`config.mk`:
```
export PLATFORM = sky130hd
export DESIGN_NAME = execute_stage_flat
export DESIGN_NICKNAME = d
export VERILOG_FILES = /design/src/rtl/execute_if.sv /design/src/rtl/execute_stage.sv /design/src/flat_wrapper.sv
export SDC_FILE = /design/constraint.sdc
export NUM_CORES = 2
export LEC_CHECK = 0
export BUFFER_PORTS_ARGS = -buffer_cell sky130_fd_sc_hd__clkbuf_2
export CAP_MARGIN = 20
export CORE_ASPECT_RATIO = 0.75
export CORE_MARGIN = 2
export CORE_UTILIZATION = 50
export DETAILED_ROUTE_END_ITERATION = 16
export PLACE_DENSITY = 0.74
export SLEW_MARGIN = 20
export SYNTH_ARGS = -nofsm -noshare
export SYNTH_HDL_FRONTEND = slang
export SYNTH_SLANG_ARGS = --single-unit
```
`constraint.sdc`:
```
create_clock -name clk -period 8.3 [get_ports clk]
set_clock_uncertainty 0.15 [all_clocks]
set_input_delay 1.66 -clock clk [delete_from_list [all_inputs] [get_ports clk]]
set_output_delay 1.66 -clock clk [all_outputs]
set_load 0.01 [all_outputs]
```
`src/rtl/execute_if.sv`:
```
// Execute stage bus: decode-side offer (in_*), control bits, and the
// registered result bundle handed to the memory/writeback stage.
//
// Handshake: a transfer happens on a rising clk edge where valid and ready
// are both 1. The payload is only meaningful while valid is 1; ready may
// depend combinationally on the receiver's state but never on valid.
interface execute_if #(
  parameter int WORD = 64
) ();
  logic            in_valid;
  logic            in_ready;
  logic [WORD-1:0] cur_pc;
  logic [WORD-1:0] read_data1;
  logic [WORD-1:0] read_data2;
  logic [WORD-1:0] ext_addr;
  logic [10:0]     opcode;
  logic [1:0]      alu_op;
  logic            alu_src;
  logic            branch;
  logic            uncondbranch;
  logic            mem_read;
  logic            mem_write;
  logic            mem_to_reg;
  logic [4:0]      write_reg;

  logic            out_valid;
  logic            out_ready;
  logic [WORD-1:0] alu_result;
  logic            zero;
  logic [WORD-1:0] branch_target;
  logic            pc_src;
  logic [WORD-1:0] store_data;
  logic            mem_read_o;
  logic            mem_write_o;
  logic            mem_to_reg_o;
  logic [4:0]      write_reg_o;

  // Upstream/downstream environment side.
  modport master (
    output in_valid, cur_pc, read_data1, read_data2, ext_addr, opcode, alu_op,
           alu_src, branch, uncondbranch, mem_read, mem_write, mem_to_reg,
           write_reg, out_ready,
    input  in_ready, out_valid, alu_result, zero, branch_target, pc_src,
           store_data, mem_read_o, mem_write_o, mem_to_reg_o, write_reg_o
  );

  // Execute stage side.
  modport slave (
    input  in_valid, cur_pc, read_data1, read_data2, ext_addr, opcode, alu_op,
           alu_src, branch, uncondbranch, mem_read, mem_write, mem_to_reg,
           write_reg, out_ready,
    output in_ready, out_valid, alu_result, zero, branch_target, pc_src,
           store_data, mem_read_o, mem_write_o, mem_to_reg_o, write_reg_o
  );
endinterface

```
`src/rtl/execute_stage.sv`:
```
// LEGv8 registered execute stage. Single-cycle ALU ops load the output
// registers on accept; MUL runs a fixed WORD-iteration shift-add loop and
// stalls upstream until its result has been loaded.
module execute_stage #(
  parameter int WORD = 64
) (
  input  logic       clk,
  input  logic       reset,
  execute_if.slave   bus,
  output logic [1:0] dbg_state
);
  localparam int CW = $clog2(WORD);

  localparam logic [10:0] OP_ADD = 11'b10001011000;
  localparam logic [10:0] OP_SUB = 11'b11001011000;
  localparam logic [10:0] OP_AND = 11'b10001010000;
  localparam logic [10:0] OP_ORR = 11'b10101010000;
  localparam logic [10:0] OP_MUL = 11'b10011011000;

  typedef enum logic [1:0] {
    IDLE     = 2'd0,
    MUL_BUSY = 2'd1,
    MUL_DONE = 2'd2
  } state_t;

  state_t          state_q, state_d;
  logic [CW-1:0]   cnt_q, cnt_d;
  logic [WORD-1:0] a_q, a_d, b_q, b_d, acc_q, acc_d;

  // Side information captured when a MUL is accepted, replayed at load time.
  logic [WORD-1:0] m_bt_q, m_bt_d, m_sd_q, m_sd_d;
  logic            m_br_q, m_br_d, m_ub_q, m_ub_d;
  logic            m_mr_q, m_mr_d, m_mw_q, m_mw_d, m_m2r_q, m_m2r_d;
  logic [4:0]      m_wr_q, m_wr_d;

  // Output registers.
  logic [WORD-1:0] res_q, res_d, bt_q, bt_d, sd_q, sd_d;
  logic            zero_q, zero_d, pcs_q, pcs_d, ov_q, ov_d;
  logic            mr_q, mr_d, mw_q, mw_d, m2r_q, m2r_d;
  logic [4:0]      wr_q, wr_d;

  logic [WORD-1:0] op_b, alu_res, bt_new;
  logic            is_mul, sink_free, in_ready, accept;

  assign op_b      = bus.alu_src ? bus.ext_addr : bus.read_data2;
  assign is_mul    = (bus.alu_op == 2'b10) && (bus.opcode == OP_MUL);
  assign bt_new    = bus.cur_pc + (bus.ext_addr << 2);
  assign sink_free = !ov_q || bus.out_ready;
  // Gated by reset so upstream never sees a ready while the stage is held.
  assign in_ready  = reset && (state_q == IDLE) && sink_free;
  assign accept    = bus.in_valid && in_ready;

  // Single-cycle ALU result for the offered instruction.
  always_comb begin
    alu_res = '0;
    case (bus.alu_op)
      2'b00: alu_res = bus.read_data1 + op_b;
      2'b01: alu_res = op_b;
      2'b10: begin
        case (bus.opcode)
          OP_ADD:  alu_res = bus.read_data1 + op_b;
          OP_SUB:  alu_res = bus.read_data1 - op_b;
          OP_AND:  alu_res = bus.read_data1 & op_b;
          OP_ORR:  alu_res = bus.read_data1 | op_b;
          default: alu_res = '0;
        endcase
      end
      default: alu_res = '0;
    endcase
  end

  // Next-state, multiplier datapath and output-register loading.
  always_comb begin
    state_d = state_q;  cnt_d  = cnt_q;
    a_d     = a_q;      b_d    = b_q;    acc_d = acc_q;
    m_bt_d  = m_bt_q;   m_sd_d = m_sd_q; m_br_d = m_br_q; m_ub_d = m_ub_q;
    m_mr_d  = m_mr_q;   m_mw_d = m_mw_q; m_m2r_d = m_m2r_q; m_wr_d = m_wr_q;
    res_d   = res_q;    bt_d   = bt_q;   sd_d = sd_q;
    zero_d  = zero_q;   pcs_d  = pcs_q;
    mr_d    = mr_q;     mw_d   = mw_q;   m2r_d = m2r_q;  wr_d = wr_q;
    ov_d    = ov_q && !bus.out_ready;

    case (state_q)
      IDLE: begin
        if (accept) begin
          if (is_mul) begin
            a_d     = bus.read_data1;
            b_d     = op_b;
            acc_d   = '0;
            cnt_d   = '0;
            m_bt_d  = bt_new;
            m_sd_d  = bus.read_data2;
            m_br_d  = bus.branch;
            m_ub_d  = bus.uncondbranch;
            m_mr_d  = bus.mem_read;
            m_mw_d  = bus.mem_write;
            m_m2r_d = bus.mem_to_reg;
            m_wr_d  = bus.write_reg;
            state_d = MUL_BUSY;
          end else begin
            res_d  = alu_res;
            zero_d = (alu_res == '0);
            pcs_d  = bus.uncondbranch || (bus.branch && (alu_res == '0));
            bt_d   = bt_new;
            sd_d   = bus.read_data2;
            mr_d   = bus.mem_read;
            mw_d   = bus.mem_write;
            m2r_d  = bus.mem_to_reg;
            wr_d   = bus.write_reg;
            ov_d   = 1'b1;
          end
        end
      end
      MUL_BUSY: begin
        // Always runs the full WORD iterations so latency is data-independent.
        if (b_q[0]) acc_d = acc_q + a_q;
        a_d   = a_q << 1;
        b_d   = b_q >> 1;
        cnt_d = cnt_q + CW'(1);
        if (cnt_q == CW'(WORD - 1)) state_d = MUL_DONE;
      end
      MUL_DONE: begin
        if (sink_free) begin
          res_d   = acc_q;
          zero_d  = (acc_q == '0);
          pcs_d   = m_ub_q || (m_br_q && (acc_q == '0));
          bt_d    = m_bt_q;
          sd_d    = m_sd_q;
          mr_d    = m_mr_q;
          mw_d    = m_mw_q;
          m2r_d   = m_m2r_q;
          wr_d    = m_wr_q;
          ov_d    = 1'b1;
          state_d = IDLE;
        end
      end
      default: state_d = IDLE;
    endcase
  end

  // State and datapath registers; synchronous active-low clear.
  always_ff @(posedge clk) begin
    if (!reset) begin
      state_q <= IDLE;  cnt_q <= '0;
      a_q <= '0;  b_q <= '0;  acc_q <= '0;
      m_bt_q <= '0;  m_sd_q <= '0;  m_br_q <= 1'b0;  m_ub_q <= 1'b0;
      m_mr_q <= 1'b0;  m_mw_q <= 1'b0;  m_m2r_q <= 1'b0;  m_wr_q <= '0;
      res_q <= '0;  bt_q <= '0;  sd_q <= '0;
      zero_q <= 1'b0;  pcs_q <= 1'b0;  ov_q <= 1'b0;
      mr_q <= 1'b0;  mw_q <= 1'b0;  m2r_q <= 1'b0;  wr_q <= '0;
    end else begin
      state_q <= state_d;  cnt_q <= cnt_d;
      a_q <= a_d;  b_q <= b_d;  acc_q <= acc_d;
      m_bt_q <= m_bt_d;  m_sd_q <= m_sd_d;  m_br_q <= m_br_d;  m_ub_q <= m_ub_d;
      m_mr_q <= m_mr_d;  m_mw_q <= m_mw_d;  m_m2r_q <= m_m2r_d;  m_wr_q <= m_wr_d;
      res_q <= res_d;  bt_q <= bt_d;  sd_q <= sd_d;
      zero_q <= zero_d;  pcs_q <= pcs_d;  ov_q <= ov_d;
      mr_q <= mr_d;  mw_q <= mw_d;  m2r_q <= m2r_d;  wr_q <= wr_d;
    end
  end

  assign bus.in_ready      = in_ready;
  assign bus.out_valid     = ov_q;
  assign bus.alu_result    = res_q;
  assign bus.zero          = zero_q;
  assign bus.branch_target = bt_q;
  assign bus.pc_src        = pcs_q;
  assign bus.store_data    = sd_q;
  assign bus.mem_read_o    = mr_q;
  assign bus.mem_write_o   = mw_q;
  assign bus.mem_to_reg_o  = m2r_q;
  assign bus.write_reg_o   = wr_q;
  assign dbg_state         = state_q;
endmodule

```
`src/flat_wrapper.sv`:
```
// flat-port wrapper written by rule: the top's interface ports become plain ports
module execute_stage_flat 
#(
  parameter int WORD = 64
)
  (clk, reset, dbg_state, bus_in_valid, bus_cur_pc, bus_read_data1, bus_read_data2, bus_ext_addr, bus_opcode, bus_alu_op, bus_alu_src, bus_branch, bus_uncondbranch, bus_mem_read, bus_mem_write, bus_mem_to_reg, bus_write_reg, bus_out_ready, bus_in_ready, bus_out_valid, bus_alu_result, bus_zero, bus_branch_target, bus_pc_src, bus_store_data, bus_mem_read_o, bus_mem_write_o, bus_mem_to_reg_o, bus_write_reg_o);
  execute_if #(.WORD(WORD)) bus_i ();
  input  logic clk;
  input  logic reset;
  output logic [1:0] dbg_state;
  input wire logic [$bits(bus_i.in_valid)-1:0] bus_in_valid;
  input wire logic [$bits(bus_i.cur_pc)-1:0] bus_cur_pc;
  input wire logic [$bits(bus_i.read_data1)-1:0] bus_read_data1;
  input wire logic [$bits(bus_i.read_data2)-1:0] bus_read_data2;
  input wire logic [$bits(bus_i.ext_addr)-1:0] bus_ext_addr;
  input wire logic [$bits(bus_i.opcode)-1:0] bus_opcode;
  input wire logic [$bits(bus_i.alu_op)-1:0] bus_alu_op;
  input wire logic [$bits(bus_i.alu_src)-1:0] bus_alu_src;
  input wire logic [$bits(bus_i.branch)-1:0] bus_branch;
  input wire logic [$bits(bus_i.uncondbranch)-1:0] bus_uncondbranch;
  input wire logic [$bits(bus_i.mem_read)-1:0] bus_mem_read;
  input wire logic [$bits(bus_i.mem_write)-1:0] bus_mem_write;
  input wire logic [$bits(bus_i.mem_to_reg)-1:0] bus_mem_to_reg;
  input wire logic [$bits(bus_i.write_reg)-1:0] bus_write_reg;
  input wire logic [$bits(bus_i.out_ready)-1:0] bus_out_ready;
  output wire logic [$bits(bus_i.in_ready)-1:0] bus_in_ready;
  output wire logic [$bits(bus_i.out_valid)-1:0] bus_out_valid;
  output wire logic [$bits(bus_i.alu_result)-1:0] bus_alu_result;
  output wire logic [$bits(bus_i.zero)-1:0] bus_zero;
  output wire logic [$bits(bus_i.branch_target)-1:0] bus_branch_target;
  output wire logic [$bits(bus_i.pc_src)-1:0] bus_pc_src;
  output wire logic [$bits(bus_i.store_data)-1:0] bus_store_data;
  output wire logic [$bits(bus_i.mem_read_o)-1:0] bus_mem_read_o;
  output wire logic [$bits(bus_i.mem_write_o)-1:0] bus_mem_write_o;
  output wire logic [$bits(bus_i.mem_to_reg_o)-1:0] bus_mem_to_reg_o;
  output wire logic [$bits(bus_i.write_reg_o)-1:0] bus_write_reg_o;
  assign bus_i.in_valid = bus_in_valid;
  assign bus_i.cur_pc = bus_cur_pc;
  assign bus_i.read_data1 = bus_read_data1;
  assign bus_i.read_data2 = bus_read_data2;
  assign bus_i.ext_addr = bus_ext_addr;
  assign bus_i.opcode = bus_opcode;
  assign bus_i.alu_op = bus_alu_op;
  assign bus_i.alu_src = bus_alu_src;
  assign bus_i.branch = bus_branch;
  assign bus_i.uncondbranch = bus_uncondbranch;
  assign bus_i.mem_read = bus_mem_read;
  assign bus_i.mem_write = bus_mem_write;
  assign bus_i.mem_to_reg = bus_mem_to_reg;
  assign bus_i.write_reg = bus_write_reg;
  assign bus_i.out_ready = bus_out_ready;
  assign bus_in_ready = bus_i.in_ready;
  assign bus_out_valid = bus_i.out_valid;
  assign bus_alu_result = bus_i.alu_result;
  assign bus_zero = bus_i.zero;
  assign bus_branch_target = bus_i.branch_target;
  assign bus_pc_src = bus_i.pc_src;
  assign bus_store_data = bus_i.store_data;
  assign bus_mem_read_o = bus_i.mem_read_o;
  assign bus_mem_write_o = bus_i.mem_write_o;
  assign bus_mem_to_reg_o = bus_i.mem_to_reg_o;
  assign bus_write_reg_o = bus_i.write_reg_o;
  execute_stage #(.WORD(WORD)) u_core (.clk(clk), .reset(reset), .bus(bus_i), .dbg_state(dbg_state));
endmodule
```
* Word level (Yosys, flattened, before mapping)
Cells that the tools add are included.
Word-level totals: logic and storage cells 130, bits of input ports 284, flip-flop bits (word level) 541
Operators by class: reductions and logical operators 23, muxes and demuxes 61, bitwise gates (word level) 2, equality and inequality tests 16, $add $sub $neg 5
Operators by type and width (number):
- $mux 64 | 17
- $pmux 64 s2 | 6
- $pmux 64 s4 | 1
- $add 64x64->64 | 3
- $pmux 64 s3 | 1
- $logic_not 64->1 | 2
- $and 64x64->64 | 1
- $or 64x64->64 | 1
- $sub 64x64->64 | 1
- $eq 11x11->1 const B | 5
- $mux 1 | 18
- $mux 5 | 3
- $mux 6 | 2
- $pmux 1 s2 | 6
- $pmux 6 s2 | 1
- $reduce_and 4->1 | 3
- $ne 2x1->1 const B | 5
- $pmux 5 s2 | 1
- $mux 2 | 4
- $logic_and 1x1->1 | 7
- $add 6x1->6 const B | 1
- $eq 6x6->1 const B | 1
- $pmux 2 s3 | 1
- $reduce_and 3->1 | 2
- 7 further kinds | 14

* Longest topological paths before layout
word-level depth 10, gate-level depth with buffers 22, mapped depth without buffers 19

* Least setup slack after synthesis
OpenSTA, ideal clock, no wires.
kind input port to flip-flop, from in bus_alu_src, to reg u_core.zero_q, in the netlist u_core.bus.zero, buffers on the path 5, library setup time 84 ps, data arrival time 7253 ps, stages 21, slack 813 ps, cells stage by stage clkbuf_1 clkbuf_1 clkbuf_1 clkbuf_1 mux2i_1 ha_1 buf_2 and4bb_1 and3_1 a22oi_1 a31oi_2 nor4_1 o31ai_1 a21boi_0 or3_1 a2111o_1 nor4_1 nand4_1 nor4_2 nand2_1 o31ai_2
Between the ends: longest elaborated chain between the ends 8, elaborated cells between the ends (all ways) 11, classes of those cells add/sub (2); mux (6); bitwise (2); reduce/logical (1)
Ends and longest elaborated chain:
- from (decl) | RTL line flat_wrapper.sv:18 | input wire logic [$bits(bus_i.alu_src)-1:0] bus_alu_src;
- $mux 64 * | RTL line execute_stage.sv:45 | assign op_b = bus.alu_src ? bus.ext_addr : bus.read_data2;
- $sub 64x64->64, or another cell as far along | RTL line execute_stage.sv:62 | OP_SUB: alu_res = bus.read_data1 - op_b;
- $pmux 64 s4 | RTL line execute_stage.sv:60 | case (bus.opcode)
- $pmux 64 s3 * | RTL line execute_stage.sv:56 | case (bus.alu_op)
- $logic_not 64->1 * | RTL line execute_stage.sv:102 | zero_d = (alu_res == '0);
- $mux 1 * | RTL line execute_stage.sv:86 | if (is_mul) begin
- $mux 1 * | RTL line execute_stage.sv:85 | if (accept) begin
- $pmux 1 s2 * | RTL line execute_stage.sv:83 | case (state_q)
- to (signal assigned) | RTL line execute_stage.sv:157 | zero_q <= zero_d; pcs_q <= pcs_d; ov_q <= ov_d;
- to (decl) | RTL line execute_stage.sv:38 | logic zero_q, zero_d, pcs_q, pcs_d, ov_q, ov_d;
Every way passes the cells marked *; elsewhere a longest branch is shown, timed or not. The select of a mux whose other input is x is not followed. A chain may end at the register's enable or synchronous reset.

* Worst setup path after layout
Ends and elaborated chain as after synthesis.

==> results by stage <==
Run status:
- The run finished with clean final reports.

Pwr:
- The worst IR drop on VDD is 0.168 mV.
- In this run the power density over the cells is 159 mW/mm^2.
- Power comes to 7.65 mW.
- The analysis attributes to cell leakage a power of 22.8 nW.

Timing:
- At the pin with the least slew margin, the transition time is 1.23 ns.
- The number of endpoints failing setup at the final stage is 0.
- The worst path needs 7.81 ns of the cycle, external delays included.
- The count of final max-slew check failures is 0.
- The hold violation total from the final report is 0.
- Timing would allow up to 128 MHz.
- Setup repair after global routing left no endpoint under its margin.
- The worst pin sits at a relative slew slack of 17.4%.
- Of the available clock period, the critical path in the final layout requires 94.1%.
- The final total negative setup slack is 0 ns.
- The final hold slack is 0.302 ns.

Synth:
- The cell type with the highest aggregate area in the netlist is sky130_fd_sc_hd__dfxtp_1.
- Summing every instance area after synthesis gives 0.0423 mm^2.
- By area, the combinational part of the netlist is dominated by compound AO/OA/AOI/OAI gates.
- The post-synth net total is 6246.
- The number of storage elements in the synthesis netlist is 541.
- Summing the areas of all compound-gate instances in the mapped netlist gives 30.6% of the synthesized area.
- The number of warnings printed during yosys synthesis is 0.
- Summing the areas of all and, or, nand and nor instances in the mapped netlist gives 22.0% of the synthesized area.
- Synthesis handed over a netlist of 5602 instances.
- The top flip-flop cell by instance count after synthesis is sky130_fd_sc_hd__dfxtp_1.
- Summing the sequential cell areas from Yosys gives 25.6% of the chip area.
- The mean instance size in the synthesized netlist is 7.55 um^2.
- After synthesis, the cell types taking the most area are sky130_fd_sc_hd__dfxtp_1 (26%), sky130_fd_sc_hd__ha_1 (11%), sky130_fd_sc_hd__nand2_1 (7.4%).
- The fraction of registers with async set or reset after synthesis is 0%.
- The adder-cell share of the synthesized area is 10.7%.
- Yosys mapped a number of flops with a built-in enable equal to 0.
- After Yosys synthesis, XOR and XNOR cells account for 3.42% of the synthesized area.
- The post-synthesis mux area share is 2.16%.
- The number of distinct standard cells referenced by the synthesized netlist is 105.
- The synthesized design devotes to its leading area cell type 25.6% of total area.

Drt:
- The number of violations reported at the end of detailed-routing iteration 0 is 5236.
- The detailed router placed 45700 vias in this run.
- The via density per instance is 6.43.
- The final layout contains routed wiring with a total length of 188 mm.
- The post-detailed-route DRC marker count is 0.
- The count of nets left with antenna violations once routing finished came out at 0.
- The first-pass detailed-route iteration total is 8.
- In the final routed layout, each cell accounts on average for 26.4 um.

CTS:
- In this run, post-CTS repair resized a total of 0 instances.
- The maximum clock insertion buffer count is 3.
- For this design, the CTS-stage hold fixing added 0 buffers.
- The count of clock tree sinks is 541.
- The number of setup buffers added after CTS is 0.
- After clock tree synthesis, the clock-pin slew on the worst setup and hold paths is 0.07 ns.
- The root buffer cell is sky130_fd_sc_hd__clkbuf_16.
- The clock latency on the worst-skew pair is 0.66 ns.
- TritonCTS built the clock tree.
- TritonCTS created 55 clock buffers.
- The H-tree depth is 2.

Worst setup path:
- The peak fanout along the critical path is 23.
- The worst register-to-register path has a depth of 15.
- The cell that appears most often on the critical path is sky130_fd_sc_hd__buf_4.
- The worst setup path is of the input pin to flop kind.
- The element type at the critical path end is a flop.
- The register-to-register setup slack is 2.82 ns.
- The slowest stage of the critical path is the sky130_fd_sc_hd__mux2i_1 cell.
- STA classifies the critical path startpoint as an input pin.
- In this run the worst setup path begins at bus_alu_src.
- The destination of the worst register-to-register timing path is u_core.acc_q[63]$_SDFFE_PN0P_.
- Traced cell by cell, the critical path runs through buf_4 -> buf_4 -> mux2i_1 -> ha_1 -> nor4b_2 -> and2_1 -> a22oi_1 -> a31oi_2 -> o22ai_1 -> nor2_1 -> a221oi_2 -> xnor2_1 -> a2111o_1 -> nor4_1 -> buf_4 -> nand4_1 -> nor4_2 -> buf_4 -> nand2_1 -> o31ai_2.
- The largest stage delay on the critical path is 0.80 ns.
- The worst reg2reg path startpoint is u_core.acc_q[9]$_SDFFE_PN0P_.
- Data on the critical path is required at its endpoint by 8.71 ns.
- Data on the critical path arrives at its endpoint at 8.22 ns.

Min path:
- The worst hold path begins at u_core.m_sd_q[3]$_SDFFE_PN0P_.
- The destination of the worst hold path is u_core.m_sd_q[3]$_SDFFE_PN0P_.
- The path category of the worst min-delay check is flop to flop.
- The cell depth of the worst min-delay path is 2.

Placement:
- In this run, placement finished with an instance count of 6992.
- The count of buffers inserted at the top-level ports is 489.
- At the end of routability-driven placement, the weighted congestion stood at 1.08.
- Detailed placement finished with a half-perimeter wire length of 143 mm.

Cells and area:
- For this run, the post-layout net count is 6565.
- The top cell types in the final layout, fill and taps aside, are sky130_fd_sc_hd__nand2_1 (835), sky130_fd_sc_hd__dfxtp_1 (541), sky130_fd_sc_hd__clkbuf_2 (486).
- The count of cells in the finished layout, fillers not included, comes to 7097.
- The layout cell share with drive strength beyond 1 is 13.7%.
- The library cell used most frequently in the layout, excluding fill and tap cells, is sky130_fd_sc_hd__nand2_1.
- From synthesis to final layout, the design area changed by 13.5%.
- The core occupancy in the finished layout is 57.2%.

Global routing:
- The overflow left after global routing is 0.
- The number of antenna violations at the first check in global routing came to 9.
- The total track usage is 40.9%.
- The via count of the first global-routing pass came to 42000.
- The first global-routing pass estimated 273 mm of wire.
- The maximum number of pins on one net before global-route repair is 193.

Floorplan:
- The top-level I/O count is 490.
- In this run the horizontal extent of the chip is 340 um.
- The placeable core region is 0.0839 mm^2.
- The floorplan has 92 rows.
- The effective utilization at floorplan is 50.4%.
- The floorplan step defined a die boundary enclosing 0.0870 mm^2.
- In this run the vertical extent of the chip is 256 um.

Flow run:
- The number of max-cap violations is 0.
[worst max-delay path by stage]
stage / end / slack [ns] / cells past startpoint
CTS: u_core.bus.zero$_SDFFE_PN0P_ / 0.78 / 20
finish: u_core.bus.zero$_SDFFE_PN0P_ / 0.49 / 20
floorplan: u_core.bus.zero$_SDFFE_PN0P_ / 0.81 / 21
global placement: u_core.bus.zero$_SDFFE_PN0P_ / 0.24 / 20
detailed placement: u_core.bus.zero$_SDFFE_PN0P_ / 0.12 / 20
global route: u_core.bus.zero$_SDFFE_PN0P_ / 0.42 / 20
[logic make-up after synthesis]
family / Yosys count
AOI/OAI and AO/OA: 1850
xor gates and xnor gates: 165
adders and majority gates: 360
buffers and inverters: 611
DFF: 541
muxes: 91
and+or+nand+nor: 1984
[layer usage]
| layer | vias up | part of all wire, % | wire length [um] | GRT usage [%] |
|---|---|---|---|---|
| met4 | 6 | 6.1 | 11500 | 21.6 |
| li1 | 21100 | - | - | - |
| met3 | 515 | 9.2 | 17200 | 8.05 |
| met5 | - | 0.026 | 48 | 0 |
| met1 | 21700 | 42 | 77900 | 54.2 |
| met2 | 2396 | 43 | 80900 | 62.7 |
[state kept, by name, summed over array words and instances (netlist names), 2 cells and up]
signal	cells
u_core.acc_q	64
u_core.m_bt_q	64
u_core.bus.branch_target	64
u_core.a_q	64
u_core.m_sd_q	64
u_core.m_wr_q	5
u_core.bus.store_data	64
u_core.cnt_q	6
u_core.bus.alu_result	64
u_core.b_q	64
u_core.dbg_state	2
u_core.bus.write_reg_o	5
[cell usage after synthesis, types with 31 or more instances]
master and count:
sky130_fd_sc_hd__nand2b_1 48, sky130_fd_sc_hd__inv_1 224, sky130_fd_sc_hd__buf_1 35, sky130_fd_sc_hd__o211a_1 182, sky130_fd_sc_hd__nor4_1 46, sky130_fd_sc_hd__nor3_1 101
sky130_fd_sc_hd__nand2_1 836, sky130_fd_sc_hd__a21o_1 100, sky130_fd_sc_hd__a22oi_1 57, sky130_fd_sc_hd__o21a_1 49, sky130_fd_sc_hd__clkbuf_1 320, sky130_fd_sc_hd__xnor2_1 100
sky130_fd_sc_hd__nand3_1 286, sky130_fd_sc_hd__nor2b_1 124, sky130_fd_sc_hd__dfxtp_1 541, sky130_fd_sc_hd__or3_1 35, sky130_fd_sc_hd__mux2i_1 88, sky130_fd_sc_hd__o21bai_1 61
sky130_fd_sc_hd__xor2_1 65, sky130_fd_sc_hd__nand4_1 61, sky130_fd_sc_hd__o21ai_0 299, sky130_fd_sc_hd__a21boi_0 90, sky130_fd_sc_hd__ha_1 356, sky130_fd_sc_hd__o22ai_1 47
sky130_fd_sc_hd__a211oi_1 71, sky130_fd_sc_hd__o211ai_1 184, sky130_fd_sc_hd__a221oi_1 32, sky130_fd_sc_hd__a31oi_1 31, sky130_fd_sc_hd__a21oi_1 400, sky130_fd_sc_hd__nor2_1 300
[cell type report]
| cell class | count | area [um^2] |
|---|---|---|
| flip-flops and latches | 541 | 10800 |
| repair buffers | 644 | 3700 |
| well taps | 1128 | 1410 |
| clock inverters | 27 | 420 |
| multi-input cells | 4450 | 29300 |
| clock buffers | 71 | 1530 |
| fillers | 7956 | 35900 |
| inverters | 229 | 860 |
| diodes | 7 | 17.5 |
[through the flow]
stage | worst slack (ns) | cell area, um^2
after floorplan | 0.813 | 42300
after global placement | 0.241 | 46100
after detailed placement | 0.117 | 46100
after CTS | 0.777 | 48000
after global routing | 0.423 | 48000
final | 0.488 | 48000
[critical path, delay by kind of cell]
| family | cells | cell delay, ns |
|---|---|---|
| and+or+nand+nor | 7 | 2.32 |
| AOI/OAI and AO/OA | 6 | 1.60 |
| buffers and inverters | 4 | 1.12 |
| muxes | 1 | 0.80 |
| adders and majority gates | 1 | 0.47 |
| xor gates and xnor gates | 1 | 0.23 |
[report_power, final]
| group | internal, mW | switching [mW] | total (mW) |
|---|---|---|---|
| Sequential | 2.66 | 0.0368 | 2.70 |
| Clock | 1.56 | 1.16 | 2.72 |
| Combinational | 0.765 | 1.46 | 2.23 |
Power figures use the tool's default switching activity.
